## src/rtl/wb2sdrc_burst.sv

```systemverilog
// Wishbone-to-SDRAM-controller bridge. Collects incrementing Wishbone writes into
// burst commands through a write FIFO and serves burst reads through a read FIFO.
module wb2sdrc_burst #(
  parameter int unsigned DW        = 32,
  parameter int unsigned APP_AW    = 26,
  parameter int unsigned BL        = 9,
  parameter int unsigned MAX_BURST = 8,
  parameter int unsigned WFD       = 16,
  parameter int unsigned RFD       = 16
) (
  input  logic                wb_clk_i,
  input  logic                wb_rst_i,
  input  logic                wb_stb_i,
  input  logic                wb_cyc_i,
  input  logic                wb_we_i,
  input  logic [2:0]          wb_cti_i,
  input  logic [APP_AW-1:0]   wb_addr_i,
  input  logic [DW-1:0]       wb_dat_i,
  input  logic [DW/8-1:0]     wb_sel_i,
  output logic [DW-1:0]       wb_dat_o,
  output logic                wb_ack_o,
  output logic                sdr_req,
  output logic [APP_AW-1:0]   sdr_req_addr,
  output logic [BL-1:0]       sdr_req_len,
  output logic                sdr_req_wr_n,
  input  logic                sdr_req_ack,
  input  logic                sdr_wr_next,
  output logic [DW-1:0]       sdr_wr_data,
  output logic [DW/8-1:0]     sdr_wr_en_n,
  input  logic                sdr_rd_valid,
  input  logic [DW-1:0]       sdr_rd_data,
  output logic                rd_ovf_o
);

  localparam int unsigned SW  = DW / 8;
  localparam int unsigned WFW = DW + SW;
  localparam int unsigned WAW = $clog2(WFD);
  localparam int unsigned WPW = WAW + 1;
  localparam int unsigned RAW = $clog2(RFD);
  localparam int unsigned RPW = RAW + 1;
  localparam int unsigned MBW = $clog2(MAX_BURST);

  typedef enum logic [2:0] {
    IDLE, WR_COLLECT, WR_ISSUE, RD_ISSUE, RD_DATA, RD_DRAIN
  } state_t;

  state_t              state, state_n;
  logic [APP_AW-1:0]   start_addr, start_addr_n;
  logic [BL-1:0]       beat_cnt, beat_cnt_n;
  logic [BL-1:0]       len_q, len_n;
  logic [BL-1:0]       ack_cnt, ack_cnt_n;
  logic [BL-1:0]       rcv_cnt;
  logic [BL-1:0]       beat_inc;
  logic [APP_AW-1:0]   next_addr;
  logic                wr_req, rd_req, incr;
  logic                wf_push, wf_pop, wf_empty, wf_full;
  logic                rf_push, rf_pop, rf_empty, rf_full;

  // Write FIFO: {active-low byte enables, data}, first-word fall-through
  logic [WFW-1:0] wf_mem [WFD];
  logic [WPW-1:0] wf_wptr, wf_rptr;
  logic [WFW-1:0] wf_head;

  assign wf_empty = (wf_wptr == wf_rptr);
  assign wf_full  = (wf_wptr[WAW] != wf_rptr[WAW]) &&
                    (wf_wptr[WAW-1:0] == wf_rptr[WAW-1:0]);
  assign wf_pop   = sdr_wr_next && !wf_empty;
  assign wf_head  = wf_mem[wf_rptr[WAW-1:0]];

  always_ff @(posedge wb_clk_i) begin
    if (wb_rst_i) begin
      wf_wptr <= '0;
      wf_rptr <= '0;
    end else begin
      if (wf_push) wf_wptr <= wf_wptr + WPW'(1);
      if (wf_pop)  wf_rptr <= wf_rptr + WPW'(1);
    end
  end

  always_ff @(posedge wb_clk_i) begin
    if (wf_push) wf_mem[wf_wptr[WAW-1:0]] <= {~wb_sel_i, wb_dat_i};
  end

  assign sdr_wr_data = wf_head[DW-1:0];
  assign sdr_wr_en_n = wf_empty ? {SW{1'b1}} : wf_head[WFW-1:DW];

  // Read FIFO; beats arriving while full are dropped and flagged
  logic [DW-1:0]  rf_mem [RFD];
  logic [RPW-1:0] rf_wptr, rf_rptr;

  assign rf_empty = (rf_wptr == rf_rptr);
  assign rf_full  = (rf_wptr[RAW] != rf_rptr[RAW]) &&
                    (rf_wptr[RAW-1:0] == rf_rptr[RAW-1:0]);
  assign rf_push  = sdr_rd_valid && !rf_full;
  assign wb_dat_o = rf_mem[rf_rptr[RAW-1:0]];

  always_ff @(posedge wb_clk_i) begin
    if (wb_rst_i) begin
      rf_wptr  <= '0;
      rf_rptr  <= '0;
      rd_ovf_o <= 1'b0;
    end else begin
      if (rf_push) rf_wptr <= rf_wptr + RPW'(1);
      if (rf_pop)  rf_rptr <= rf_rptr + RPW'(1);
      if (sdr_rd_valid && rf_full) rd_ovf_o <= 1'b1;
    end
  end

  always_ff @(posedge wb_clk_i) begin
    if (rf_push) rf_mem[rf_wptr[RAW-1:0]] <= sdr_rd_data;
  end

  // Received-beat counter; saturates so stray beats can never wrap it
  always_ff @(posedge wb_clk_i) begin
    if (wb_rst_i) begin
      rcv_cnt <= '0;
    end else if (state == IDLE && state_n == RD_ISSUE) begin
      rcv_cnt <= '0;
    end else if (sdr_rd_valid && rcv_cnt != {BL{1'b1}}) begin
      rcv_cnt <= rcv_cnt + BL'(1);
    end
  end

  assign wr_req    = wb_stb_i && wb_cyc_i && wb_we_i;
  assign rd_req    = wb_stb_i && wb_cyc_i && !wb_we_i;
  assign incr      = (wb_cti_i == 3'b010);
  assign beat_inc  = beat_cnt + BL'(1);
  assign next_addr = start_addr + APP_AW'(beat_cnt);

  always_ff @(posedge wb_clk_i) begin
    if (wb_rst_i) begin
      state      <= IDLE;
      start_addr <= '0;
      beat_cnt   <= '0;
      len_q      <= '0;
      ack_cnt    <= '0;
    end else begin
      state      <= state_n;
      start_addr <= start_addr_n;
      beat_cnt   <= beat_cnt_n;
      len_q      <= len_n;
      ack_cnt    <= ack_cnt_n;
    end
  end

  always_comb begin
    state_n      = state;
    start_addr_n = start_addr;
    beat_cnt_n   = beat_cnt;
    len_n        = len_q;
    ack_cnt_n    = ack_cnt;
    wb_ack_o     = 1'b0;
    wf_push      = 1'b0;
    rf_pop       = 1'b0;
    case (state)
      IDLE, WR_COLLECT: begin
        if (state == WR_COLLECT &&
            (!wb_cyc_i || (wb_stb_i && (!wb_we_i || wb_addr_i != next_addr)))) begin
          state_n = WR_ISSUE;
        end else if (wr_req) begin
          if (!wf_full) begin
            wb_ack_o   = 1'b1;
            wf_push    = 1'b1;
            beat_cnt_n = beat_inc;
            if (beat_cnt == '0) start_addr_n = wb_addr_i;
            state_n = (!incr || beat_inc == BL'(MAX_BURST)) ? WR_ISSUE : WR_COLLECT;
          end
        end else if (rd_req && state == IDLE) begin
          start_addr_n = wb_addr_i;
          len_n        = incr ? BL'(MAX_BURST) - BL'(wb_addr_i[MBW-1:0]) : BL'(1);
          ack_cnt_n    = '0;
          state_n      = RD_ISSUE;
        end
      end
      WR_ISSUE: begin
        if (sdr_req_ack) begin
          beat_cnt_n = '0;
          state_n    = IDLE;
        end
      end
      // Held off until all pending write data has gone to the controller
      RD_ISSUE: begin
        if (wf_empty && sdr_req_ack) state_n = RD_DATA;
      end
      RD_DATA: begin
        if (rd_req && !rf_empty) begin
          wb_ack_o  = 1'b1;
          rf_pop    = 1'b1;
          ack_cnt_n = ack_cnt + BL'(1);
          if (ack_cnt_n == len_q) state_n = IDLE;
          else if (!incr)         state_n = RD_DRAIN;
        end else if (!wb_cyc_i) begin
          state_n = RD_DRAIN;
        end
      end
      RD_DRAIN: begin
        rf_pop = !rf_empty;
        if (rcv_cnt >= len_q && rf_empty) state_n = IDLE;
      end
      default: state_n = IDLE;
    endcase
  end

  assign sdr_req      = (state == WR_ISSUE) || (state == RD_ISSUE && wf_empty);
  assign sdr_req_addr = start_addr;
  assign sdr_req_wr_n = (state != WR_ISSUE);

  always_comb begin
    sdr_req_len = '0;
    if (state == WR_ISSUE)      sdr_req_len = beat_cnt;
    else if (state == RD_ISSUE) sdr_req_len = len_q;
  end

endmodule

```

## config.mk

```make
export PLATFORM = sky130hd
export DESIGN_NAME = wb2sdrc_burst
export DESIGN_NICKNAME = d
export VERILOG_FILES = /design/src/rtl/wb2sdrc_burst.sv
export SDC_FILE = /design/constraint.sdc
export NUM_CORES = 1
export LEC_CHECK = 0
export BUFFER_PORTS_ARGS = -buffer_cell sky130_fd_sc_hd__buf_4
export CORE_ASPECT_RATIO = 1.1
export CORE_UTILIZATION = 29
export DETAILED_ROUTE_END_ITERATION = 6
export PLACE_DENSITY_LB_ADDON = 0.3
export SLEW_MARGIN = 20
export SYNTH_ARGS = -nofsm -noshare
export SYNTH_HDL_FRONTEND = slang
export SYNTH_SLANG_ARGS = --single-unit
export TNS_END_PERCENT = 20
```

## constraint.sdc

```tcl
create_clock -name wb_clk_i -period 5.8 [get_ports wb_clk_i]
set_input_delay 0.29 -clock wb_clk_i [delete_from_list [all_inputs] [get_ports wb_clk_i]]
set_output_delay 0.29 -clock wb_clk_i [all_outputs]
set_load 0.02 [all_outputs]
```

; ---- Word-level counts from Yosys, hierarchy flattened
; Memories as Yosys holds them, arrays and structs flattened. A register that Yosys moved wholly into a read port is not among the register bits.
; Index checks and enable logic that the tools add are counted.
; W data, S select, Z words.
[word_totals]
ram_bits = 1088
in_bits = 105
out_inout_bits = 107
regBits = 86
memories = 2
[memory_table]
columns = memory, depth, width, read_ports, rd_ports_with_merged_regs, write_ports, line_no
row1 = wf_mem, 16, 36, 1, 1, 1, 60  ; logic [WFW-1:0] wf_mem [WFD];
row2 = rf_mem, 16, 32, 1, 1, 1, 88  ; logic [DW-1:0] rf_mem [RFD];
[op_classes]
magnitude_cmp = 1
reduce_logical = 38
mux = 46
eq_ne = 27
bitwise = 3
n_addsub = 9
[ops]
columns = cell, count
row1 = $mux W26, 4
row2 = $mux W9, 11
row3 = $pmux W9 S2, 2
row4 = $mux W3, 11
row5 = $add A9 B1 Y9 const B, 3
row6 = $add A26 B9 Y26, 1
row7 = $ne A26 B26 Y1, 1
row8 = $add A5 B1 Y5 const B, 4
row9 = $mux W4, 5
row10 = $logic_and A1 B1 Y1, 17
row11 = $ne A2 B2 Y1 const B, 8
row12 = $pmux W3 S5, 1
row13 = $reduce_and A5 Y1, 3
row14 = $eq A3 B2 Y1 const B, 4
row15 = $eq A5 B5 Y1, 2
row16 = $eq A9 B4 Y1 const B, 1
row17 = $eq A9 B9 Y1, 1
row18 = $ge A9 B9 Y1, 1
row19 = $logic_not A9 Y1, 1
row20 = $mux W1, 9
row21 = $ne A9 B9 Y1 const B, 1
row22 = $eq A4 B4 Y1, 2
row23 = $eq A3 B3 Y1 const B, 2
row24 = $logic_not A1 Y1, 6
row25 = 14 further kinds, 23

; ---- Longest topological paths before layout
; Gate-level depths: netlist of run 1.
[logic_depth]
ltp_word = 11
mapped_depth = 14
depth_no_buf = 11

; ---- Worst setup path after synthesis of run 1
; OpenSTA, ideal clock, no wires.
[synth_path]
path_type = register to register
start = register start_addr[0] (netlist: sdr_req_addr[0])
end = memory wf_mem[3][0] (netlist name), enable pin
stages_incl_launch_ff = 14
t_required_ps = 5403
arrival_time_ps = 4345
slack_ps = 1058
n_path_buf = 3
path_cell_list = dfxtp_1 -> ha_1 -> fa_1 -> a21o_1 -> a221oi_4 -> o311ai_1 -> or4_1 -> or4_1 -> buf_6 -> nor3b_4 -> o21a_1 -> buf_4 -> buf_4 -> and3_1
[synth_between]
elab_chain_cells = 10
[synth_rtl]
columns = element, line_no
row1 = start: declaration, 48  ; logic [APP_AW-1:0] start_addr, start_addr_n;
row2 = start signal: assignment, 139  ; start_addr <= start_addr_n;
row3 = $add A26 B9 Y26, 128  ; assign next_addr = start_addr + APP_AW'(beat_cnt);
row4 = $ne A26 B26 Y1, 158  ; (!wb_cyc_i || (wb_stb_i && (!wb_we_i || wb_addr_i != next_addr)))) begin
row5 = $logic_or A1 B1 Y1, 158
row6 = $logic_and A1 B1 Y1, 158
row7 = $logic_or A1 B1 Y1, 158
row8 = $logic_and A1 B1 Y1, 157  ; if (state == WR_COLLECT &&
row9 = $mux W1, 157
row10 = $mux W1, 155  ; case (state)
row11 = $mux W1, 81  ; if (wf_push) wf_mem[wf_wptr[WAW-1:0]] <= {~wb_sel_i, wb_dat_i};
row12 = $mux W1 (implied by the code), 81
row13 = end: declaration, 60
; No other way between the ends.

; ---- Worst setup path after layout of run 1
[layout_path]
start = register beat_cnt[5]
end = output wb_ack_o
[layout_between]
elab_chain_cells = 8
[layout_rtl]
columns = element, line_no
row1 = start: declaration, 49  ; logic [BL-1:0] beat_cnt, beat_cnt_n;
row2 = start signal: assignment, 140  ; beat_cnt <= beat_cnt_n;
row3 = $add A26 B9 Y26, 128
row4 = $ne A26 B26 Y1, 158
row5 = $logic_or A1 B1 Y1, 158
row6 = $logic_and A1 B1 Y1, 158
row7 = $logic_or A1 B1 Y1, 158
row8 = $logic_and A1 B1 Y1, 157
row9 = $mux W1, 157
row10 = $pmux W1 S2, 155
row11 = end: declaration, 21  ; output logic wb_ack_o,
; No other way between the ends.

==> results of run 1 <==
## through the flow
step / area (sq um) / worst slack (ns) / hold WS (ns)
final: 56500 / 0.802 / 0.0891
after CTS: 56500 / 0.685 / 0.0216
after global routing: 56500 / 0.236 / 0.0698
after floorplan: 46800 / 1.06 / 0.389
after detailed placement: 51300 / 0.837 / 0.479
after global placement: 51300 / 0.936 / 0.461
## synth_stat cells, drive strengths merged, types with 6 or more instances
master | n | area, sq um
nand4 | 17 | 121
mux4 | 340 | 7660
a21oi | 36 | 180
nand2b | 12 | 75.1
o21ai | 22 | 110
nor4 | 7 | 43.8
a31o | 6 | 52.6
ha | 29 | 363
a21o | 11 | 82.6
clkbuf | 79 | 299
and2 | 13 | 81.3
dfxtp | 89 | 1780
xnor2 | 37 | 324
nor4b | 13 | 114
nand2 | 101 | 379
nand3 | 26 | 130
inv | 21 | 78.8
nor3 | 23 | 115
edfxtp | 1088 | 32700
buf | 35 | 198
and3 | 28 | 175
nor2b | 10 | 62.6
xor2 | 33 | 289
nor2 | 95 | 357
mux2i | 38 | 380
a31oi | 11 | 68.8
## layer usage
metal | GRT usage, % | wire length (microns)
met5 | 0 | 13
met4 | 3.53 | 1960
met3 | 3.36 | 6690
met2 | 22.3 | 54200
met1 | 19.5 | 51900
## where the power goes
| part | internal, W | leakage [nW] | switching [W] | total [W] |
|---|---|---|---|---|
| sequential | 0.00934 | 10.5 | 0.0000726 | 0.00941 |
| combinational | 0.000514 | 5.14 | 0.000643 | 0.00116 |
| clock | 0.00468 | 2.06 | 0.00347 | 0.00815 |
| total | 0.0145 | 17.7 | 0.00418 | 0.0187 |
## final cells by class
class,count,area (sq um),area share (%)
diodes,6,15.0,0.0266
well taps,2106,2640,4.66
multi-input cells,979,11900,21.1
repair buffers,360,3130,5.54
flip-flops and latches,1177,34500,61.0
inverters,21,78.8,0.139
clock buffers,157,3440,6.08
clock inverters,76,823,1.46
## worst register-to-register path, delay by kind of cell (launching register included)
family / cells / cell delay (ns)
DFF: 1 / 0.39
adders and majority gates: 1 / 0.50
and+or+nand+nor: 4 / 1.40
buffers and inverters: 2 / 0.70
muxes: 1 / 0.15
AOI/OAI and AO/OA: 4 / 1.38
## path summary, 6_finish.rpt
path / startpoint / end / slack, ns / cells past startpoint
worst max-delay path: beat_cnt[5]$_SDFFE_PP0P_ / wb_ack_o / 0.80 / 11
worst min-delay path: wb_sel_i[1] / wf_mem[8][33]$_DFFE_PP_ / 0.09 / 2
worst max register to register: beat_cnt[5]$_SDFFE_PP0P_ / wf_mem[3][8]$_DFFE_PP_ / 0.82 / 12
worst min register to register: sdr_req_addr[8]$_SDFFE_PP0P_ / sdr_req_addr[8]$_SDFFE_PP0P_ / 0.48 / 2
## cells by family after synthesis
logic type,after synthesis,synth area share (%)
flip-flops,1177,73.6
multiplexers,381,17.2
AND/OR/NAND/NOR,376,4.08
buffers and inverters,135,1.23
AO/OA/AOI/OAI,122,1.75
XOR/XNOR,70,1.31
adder cells (fa/ha/maj),30,0.818
## registers in the layout, indices dropped and copies added (netlist names), named ones only
register,cells
rf_mem,512
wf_mem,576
ack_cnt,9
wf_rptr,5
rcv_cnt,9
sdr_req_addr,26
len_q,4
state,3
rd_ovf_o,1
rf_wptr,5
rf_rptr,5
beat_cnt,9
wf_wptr,5
## repair_timing
item | in CTS | in global routing
hold buffers | 97 | 0
hold endpoints to repair | 1073 | 0
gates resized for setup | 0 | 0
setup endpoints to repair | 0 | 0
==> impl_metrics.toml, run 1 <==
[final_layout]
layout_commonest_cell = "edfxtp_1"
fin_util_pct = 35.3
final_cell_mix = "edfxtp_1 (1,088), mux4_2 (340), buf_4 (248)"
instances_no_fill = 4882
drive_gt1_share_pct = 31.0
syn_to_final_growth_pct = 20.7
final_nets = 2804
fillers = 14988

[setup_path]
cp_num_buf_inv = 1
worstSetupStartpointType = "flop"
arrival_ns = 4.71
path_class = "flop to primary output"
cpMaxStageDelayCell = "o211ai_1"
worst_setup_path_end_kind = "primary output"
path_max_fanout = 13
crit_path_max_incr_delay_ns = 0.74
cp_top_family = "compound AO/OA/AOI/OAI gates"
crit_chain = "ha_1 > and3_1 > a221o_1 > a21o_1 > nor4b_1 > mux2i_1 > o211ai_1 > nor3b_4 > nor2_1 > o21ai_0 > buf_4"
cp.required_ns = 5.51

[cts]
cts.sinks = 1177
clk_path_buf_depth = 3
clock-root-buffer = "clkbuf_16"
clk_pin_slew_worst_paths_ns = 0.06
clock_latency_ns = 0.77
cts_tree = "built"
cts_made_buffers = 130
htree_levels = 4
cts_setup_buffers = 0

[place]
place_congestion = 0.759
port_buffers = 211
numPlacedInstances = 4546
dpl.hpwl_mm = 68.7

[power_and_ir_drop]
total_power_w = 0.0187
p_per_area_nw_per_um2 = 331
peakVddDrop_v = 0.000223
p_leak_nw = 17.7

[timing]
worst_slew_pin_slew_ns = 1.11
setup_viol = 0
grt_setup_unrepaired = "false"
fin_skew_ns = 0.0560
fmax_ghz = 0.200
fin_crit_sh_pct = 86.2
final-hold-violation-count = 0
slew_viol_final = 0
tns_ns = 0
min_period_ns = 5.00
maxSlewHeadroom_pct = 25.9

[route]
initialDrtViolationCount = 1710
wl_per_cell_microns = 23.5
drc = 0
num_vias = 23329
viasPerCell = 4.78
finalWirelength_mm = 115
firstDrtPassIters = 5
ant_nets = 0

[synthesis]
syn_nets = 2426
syn_inst = 2291
ys_ff_latch = 1177
synth-seq-area-share_pct = 73.6
yosys_warnings = 0
syn-cell-area_sq_um = 46800
synth_edf_count = 1088
avgSynthCellArea_sq_um = 20.4
synth_flop_cell = "edfxtp_1"
yosysUniqueCellTypes = 71
synth-async-reset-ratio_pct = 0

[global_route]
grt_pass1_vias = 24278
grt_max_degree = 129
grt_remaining_overflow = 0
track_usage_pct = 14.1
antenna_found_initial = 10
grt_pass1_wl_mm = 168

[floorplan]
design.die.area_sq_um = 163000
core-area_sq_um = 160000
io_pins = 212
num_rows = 154
die_h_microns = 423
die_w_microns = 385
initial_core_util_pct = 29.2

[flow_run]
cap_violations = 0

[hold_path]
hold_path_class = "input port to flop"

[outcome]
status = "finished clean"
Power figures use the tool's default switching activity.
==> run 2: changes to the inputs <==
--- a/config.mk
+++ b/config.mk
@@ -5,11 +5,12 @@
 export SDC_FILE = /design/constraint.sdc
 export NUM_CORES = 1
 export LEC_CHECK = 0
+export ABC_AREA = 1
 export BUFFER_PORTS_ARGS = -buffer_cell sky130_fd_sc_hd__buf_4
 export CORE_ASPECT_RATIO = 1.1
 export CORE_UTILIZATION = 29
 export DETAILED_ROUTE_END_ITERATION = 6
-export PLACE_DENSITY_LB_ADDON = 0.3
+export PLACE_DENSITY_LB_ADDON = 0.12
 export SLEW_MARGIN = 20
 export SYNTH_ARGS = -nofsm -noshare
 export SYNTH_HDL_FRONTEND = slang
==> run 2 against run 1 <==
Against the previous run: setup slack improved by 0.51 ns; final cell count is 30% higher; non-clock buffer count is 11 higher; combinational power increased by 55%; synthesized cell count is 63% higher; critical path depth rose by 9; largest cell class unchanged; largest power group unchanged.
==> impl_metrics.toml, run 2 <==
[timing]
grt_setup_unrepaired = "false"
fin_skew_ns = 0.0213
tns_ns = 0
worst_slew_pin_slew_ns = 1.11
fin_crit_sh_pct = 77.4
min_period_ns = 4.49
maxSlewHeadroom_pct = 25.9
setup_viol = 0
final-hold-violation-count = 0
fmax_ghz = 0.223
slew_viol_final = 0

[cts]
cts-hold-fix-buffers = 97
cts_resized = 0
clock-root-buffer = "clkbuf_16"
clk_path_buf_depth = 3
clock_latency_ns = 0.76
cts_tree = "built"
cts_made_buffers = 138
cts_setup_buffers = 0
cts.sinks = 1177
clk_pin_slew_worst_paths_ns = 0.06
htree_levels = 4

[setup_path]
arrival_ns = 4.94
worstSetupStartpointType = "flop"
path_max_fanout = 17
worst_setup_path_end_kind = "flop"
path_class = "flop to flop"
cp.required_ns = 6.25
rr_worst_depth = 20

[floorplan]
die_h_microns = 431
die_w_microns = 392
design.die.area_sq_um = 169000
initial_core_util_pct = 29.2
num_rows = 157
core-area_sq_um = 166000
io_pins = 212

[route]
wl_per_cell_microns = 21.8
finalWirelength_mm = 138
drc = 0
num_vias = 30071
initialDrtViolationCount = 1739
route.met2.wl_mm = 70.6
dr_wl_met3_mm = 4.95
ant_nets = 0
firstDrtPassIters = 5
top_layer_used = "met5"
viasPerCell = 4.73
wl_met1_mm = 60.0

[synthesis]
synth_common_cells = "edfxtp_1 (1,088), nor2_1 (369), o21ai_0 (351)"
ys_ff_latch = 1177
synth-async-reset-ratio_pct = 0
syn-cell-area_sq_um = 48500
syn_nets = 3862
synthXorXnorAreaFrac_pct = 0.848
yosysTopAreaCellShare_pct = 67.3
yosys_warnings = 0
syn_inst = 3727
synth.area.top_cells = "edfxtp_1 (67%), mux2i_1 (5.2%), dfxtp_1 (3.7%), o21ai_0 (3.6%), nor2_1 (2.9%)"
synth_most_common_cell = "edfxtp_1"
synth_fa_ha_area_share_pct = 0.789
synth-seq-area-share_pct = 71.0
synth-compound-area-share_pct = 10.5
yosys.area.top_type = "edfxtp_1"
synth_flop_cell = "edfxtp_1"
synth_edf_count = 1088
synth-simple-area-share_pct = 7.84
synth_top_family_by_area = "compound AO/OA/AOI/OAI gates"
muxShareOfSynthArea_pct = 5.20
avgSynthCellArea_sq_um = 13.0
yosysUniqueCellTypes = 47

[place]
numPlacedInstances = 6013
port_buffers = 211
dpl.hpwl_mm = 76.9
place_congestion = 0.802

[final_layout]
syn_to_final_growth_pct = 19.9
final_cell_mix = "edfxtp_1 (1,088), o21ai_0 (351), nor2_1 (337)"
final_nets = 4159
fin_util_pct = 35.0
drive_gt1_share_pct = 12.7
layout_commonest_cell = "edfxtp_1"
largest_reg_flops = 576
instances_no_fill = 6361

[power_and_ir_drop]
swShare_pct = 24.7
netSwitchingPower_w = 0.00484
p_per_area_nw_per_um2 = 336
peakVddDrop_v = 0.000214
power_frac_seq_pct = 48.5
clkPwrFrac_pct = 42.3
p_comb_share_pct = 9.2
p_int_w = 0.0147
p_leak_nw = 19.4

[global_route]
grt_pass1_wl_mm = 204
track_usage_pct = 16.3
grt_remaining_overflow = 0
antenna_found_initial = 8
grt_max_degree = 155
grt_pass1_vias = 30237

[hold_path]
hold_path_class = "input port to flop"
hold_depth = 2

[outcome]
status = "finished clean"

[flow_run]
cap_violations = 0
run 2: layout make-up:
class,count,area (sq um)
diodes,5,12.5
clock buffers,174,3680
clock inverters,72,592
fillers,16308,108000
inverters,272,1030
multi-input cells,2064,12500
flip-flops and latches,1177,34500
well taps,2226,2790
repair buffers,371,3170
run 2: path summary, 6_finish.rpt:
path,startpoint,slack [ns],endpoint
setup reg to reg,beat_cnt[0]$_SDFFE_PP0P_,1.31,wf_mem[13][28]$_DFFE_PP_
hold / removal,wb_sel_i[2],0.08,wf_mem[12][34]$_DFFE_PP_
hold reg to reg,rd_ovf_o$_SDFFE_PP0P_,0.47,rd_ovf_o$_SDFFE_PP0P_
setup / recovery,beat_cnt[0]$_SDFFE_PP0P_,1.31,wf_mem[13][28]$_DFFE_PP_
run 2: power by group through the flow:
stage                     clock network, W  logic (W)  registers (W)
after floorplan                          0    0.00105        0.00962
after global placement                   0    0.00179        0.00967
after detailed placement                 0    0.00178        0.00967
after CTS                          0.00855    0.00184        0.00949
after global routing               0.00888    0.00198        0.00950
final                              0.00828    0.00180        0.00949
run 2: layer usage:
layer	global-route usage, %	vias up
li1	-	14385
met1	20.4	15000
met2	28.7	524
met3	2.71	156
met4	4.36	6
met5	0	-
run 2: per-stage QoR:
step / total power (W) / setup WS (ns) / hold WS, ns / area (sq um)
3_5_place_dp: 0.0115 / 1.28 / 0.460 / 53000
4_1_cts: 0.0199 / 1.26 / 0.0286 / 58200
5_1_grt: 0.0204 / 0.884 / 0.0836 / 58200
2_1_floorplan: 0.0107 / 1.33 / 0.389 / 48500
3_3_place_gp: 0.0115 / 1.24 / 0.454 / 53000
6_report: 0.0196 / 1.31 / 0.0765 / 58200
run 2: logic make-up after synthesis:
family / count (synthesis)
buffers and inverters: 486
multiplexers: 252
AO/OA/AOI/OAI: 826
XOR/XNOR: 47
AND/OR/NAND/NOR: 909
flip-flops: 1177
adder cells (fa/ha/maj): 30
run 2: critical path: stages (launching register included):
cell and delay (ns):
dfxtp_1 0.35, ha_1 0.24, fa_1 0.48, nand3_1 0.13, nand2_1 0.09, nand3_1 0.08, nand3_1 0.23, nand3b_1 0.17
nand2_1 0.07, nor2_1 0.11, nand2_1 0.06, nor2_1 0.10, nand3_1 0.15, nand2_1 0.10, nand2_1 0.09, nand2_4 0.21
nand2_4 0.13, inv_1 0.21, nand2_2 0.19, nor2_4 0.65, buf_4 0.35
==> run 3: changes to the inputs <==
--- a/config.mk
+++ b/config.mk
@@ -5,7 +5,7 @@
 export SDC_FILE = /design/constraint.sdc
 export NUM_CORES = 1
 export LEC_CHECK = 0
-export ABC_AREA = 1
+export ABC_AREA = 0
 export BUFFER_PORTS_ARGS = -buffer_cell sky130_fd_sc_hd__buf_4
 export CORE_ASPECT_RATIO = 1.1
 export CORE_UTILIZATION = 29
==> constraint.sdc (replaced) <==
create_clock -name wb_clk_i -period 4.5 [get_ports wb_clk_i]
set_input_delay 0.225 -clock wb_clk_i [delete_from_list [all_inputs] [get_ports wb_clk_i]]
set_output_delay 0.225 -clock wb_clk_i [all_outputs]
set_load 0.02 [all_outputs]
==> run 3 against run 2 <==
Against the previous run: clock skew grew 0.016 ns; count of clock-buffer cells in the layout decreased by 5; power is 25% higher; global-route usage shrank 1.0 points; die area fell by 3.5%; first-iteration DRC count shrank 12%; largest cell class unchanged; highest routed layer unchanged.
==> impl_metrics.toml, run 3 (synthesized netlist as in run 1, its figures left out) <==
[timing]
grt_setup_unrepaired = "true"
final-hold-violation-count = 0
fin_skew_ns = 0.0375
worst_slew_pin_slew_ns = 1.03
fmax_ghz = 0.226
slew_viol_final = 0
fin_ws_ns = 0.0835
maxSlewHeadroom_pct = 31.5
min_period_ns = 4.42
fin_crit_sh_pct = 98.1
setup_viol = 0
holdWs_ns = 0.0617

[final_layout]
largest_reg_flops = 576
diodes = 0
layout_commonest_cell = "edfxtp_1"
fin_util_pct = 35.7
final_cell_mix = "edfxtp_1 (1,088), mux4_2 (340), buf_4 (268)"
final_nets = 2857
drive_gt1_share_pct = 32.3
syn_to_final_growth_pct = 22.4
instances_no_fill = 4939

[setup_path]
worstSetupStartpointType = "flop"
cp.required_ns = 4.28
path_class = "flop to primary output"
arrival_ns = 4.19
crit_path_max_incr_delay_ns = 0.53
cp_num_buf_inv = 2
cp_top_family = "simple AND/OR/NAND/NOR gates"
cpMaxStageDelayCell = "fa_2"
path_max_fanout = 3
crit_chain = "ha_4 > fa_2 > xnor2_1 > nand4_1 > a21oi_1 > nand4_1 > or4_1 > or4_4 > nor3b_4 > buf_6 > nor2_4 > o21ai_4 > buf_6"
worst_setup_path_end_kind = "primary output"

[cts]
cts.sinks = 1177
cts_tree = "built"
clk_pin_slew_worst_paths_ns = 0.06
htree_levels = 4
clock-root-buffer = "clkbuf_16"
cts_made_buffers = 136
clk_path_buf_depth = 3
clock_latency_ns = 0.78

[floorplan]
num_rows = 154
core-area_sq_um = 160000
io_pins = 212
die_h_microns = 423
die_w_microns = 385
initial_core_util_pct = 29.2
design.die.area_sq_um = 163000

[power_and_ir_drop]
p_per_area_nw_per_um2 = 426
p_comb_share_pct = 6.2
swShare_pct = 22.2
power_frac_seq_pct = 49.7
peakVddDrop_v = 0.000284
total_power_w = 0.0244
p_int_w = 0.0190
p_leak_nw = 18.1
clkPwrFrac_pct = 44.2
netSwitchingPower_w = 0.00543

[global_route]
track_usage_pct = 15.2
grt_max_degree = 60
grt_remaining_overflow = 0
grt_pass1_vias = 25622
grt_pass1_wl_mm = 179
antenna_found_initial = 10

[route]
initialDrtViolationCount = 1523
viasPerCell = 4.80
wl_per_cell_microns = 24.9
num_vias = 23690
drc = 0
ant_nets = 0
finalWirelength_mm = 123
firstDrtPassIters = 5

[place]
place_ws_ns = 0.176
port_buffers = 211
numPlacedInstances = 4580
dpl.hpwl_mm = 72.5
place_congestion = 0.780

[hold_path]
hold_path_class = "input port to flop"

[outcome]
status = "finished clean"

[flow_run]
cap_violations = 0
## run 3: cell types whose count changed in the layout (fill, tap and decap cells not counted), sizes merged, moves of 122 or more
cell | before | now
nor2 | 372 | 95
inv | 274 | 25
nand2 | 315 | 101
o221ai | 124 | 2
mux2i | 252 | 38
nand3 | 158 | 26
o21ai | 351 | 22
a21oi | 160 | 36
mux4 | 0 | 340
o211ai | 146 | 4
## run 3: area by class of cell
| type | count | area, sq um |
|---|---|---|
| Inverter | 21 | 78.8 |
| Tap cell | 2106 | 2640 |
| Clock buffer | 169 | 3620 |
| Clock inverter | 80 | 753 |
| Fill cell | 14881 | 103000 |
| Sequential cell | 1177 | 34500 |
| Timing Repair Buffer | 407 | 3750 |
| Multi-Input combinational cell | 979 | 12000 |
## run 3: through the flow
stage / TNS, ns / area (sq um)
floorplan: -98.74 / 46800
global placement: 0 / 51800
detailed placement: 0 / 51800
CTS: -0.0975 / 57300
global route: -0.0834 / 57300
finish: 0 / 57300
## run 3: path summary, 6_finish.rpt
path	start	to	slack [ns]	cells past startpoint
hold reg to reg	sdr_req_addr[2]$_SDFFE_PP0P_	sdr_req_addr[2]$_SDFFE_PP0P_	0.49	2
setup / recovery	sdr_req_addr[0]$_SDFFE_PP0P_	wb_ack_o	0.08	13
setup reg to reg	sdr_req_addr[0]$_SDFFE_PP0P_	wf_mem[7][25]$_DFFE_PP_	0.35	13
hold / removal	wb_sel_i[1]	wf_mem[11][33]$_DFFE_PP_	0.06	2
## run 3: routing by layer
layer	global-route usage [%]	wire length (microns)	vias to the layer above	share of wire, %
met5	0	13	-	0.011
li1	-	-	10361	-
met4	3.99	2410	2	2.0
met2	26.3	62900	522	51
met1	19.4	52600	12633	43
met3	2.98	5020	172	4.1
## run 3: worst register-to-register path: cells and delay by family, from the launching register on
kind            cells  cell delay [ns]
simple gates        6             1.79
fa+ha+maj           2             0.69
flops               1             0.35
xor+xnor            1             0.11
compound gates      2             0.37
buf+inv             2             0.46
## run 3: power groups by stage
stage | logic, W | registers (W) | clock network, W
6_report | 0.00150 | 0.0121 | 0.0108
2_1_floorplan | 0.000802 | 0.0123 | 0
3_3_place_gp | 0.00145 | 0.0124 | 0
4_1_cts | 0.00155 | 0.0121 | 0.0111
5_1_grt | 0.00162 | 0.0121 | 0.0115
3_5_place_dp | 0.00146 | 0.0124 | 0
## run 3: repair_timing
action	in CTS	in global routing
resized for setup	18	1
buffers inserted	7	0
endpoints found under the hold margin	1120	0
endpoints found under the setup margin	1	1
pin swaps	11	6
hold buffers	103	0
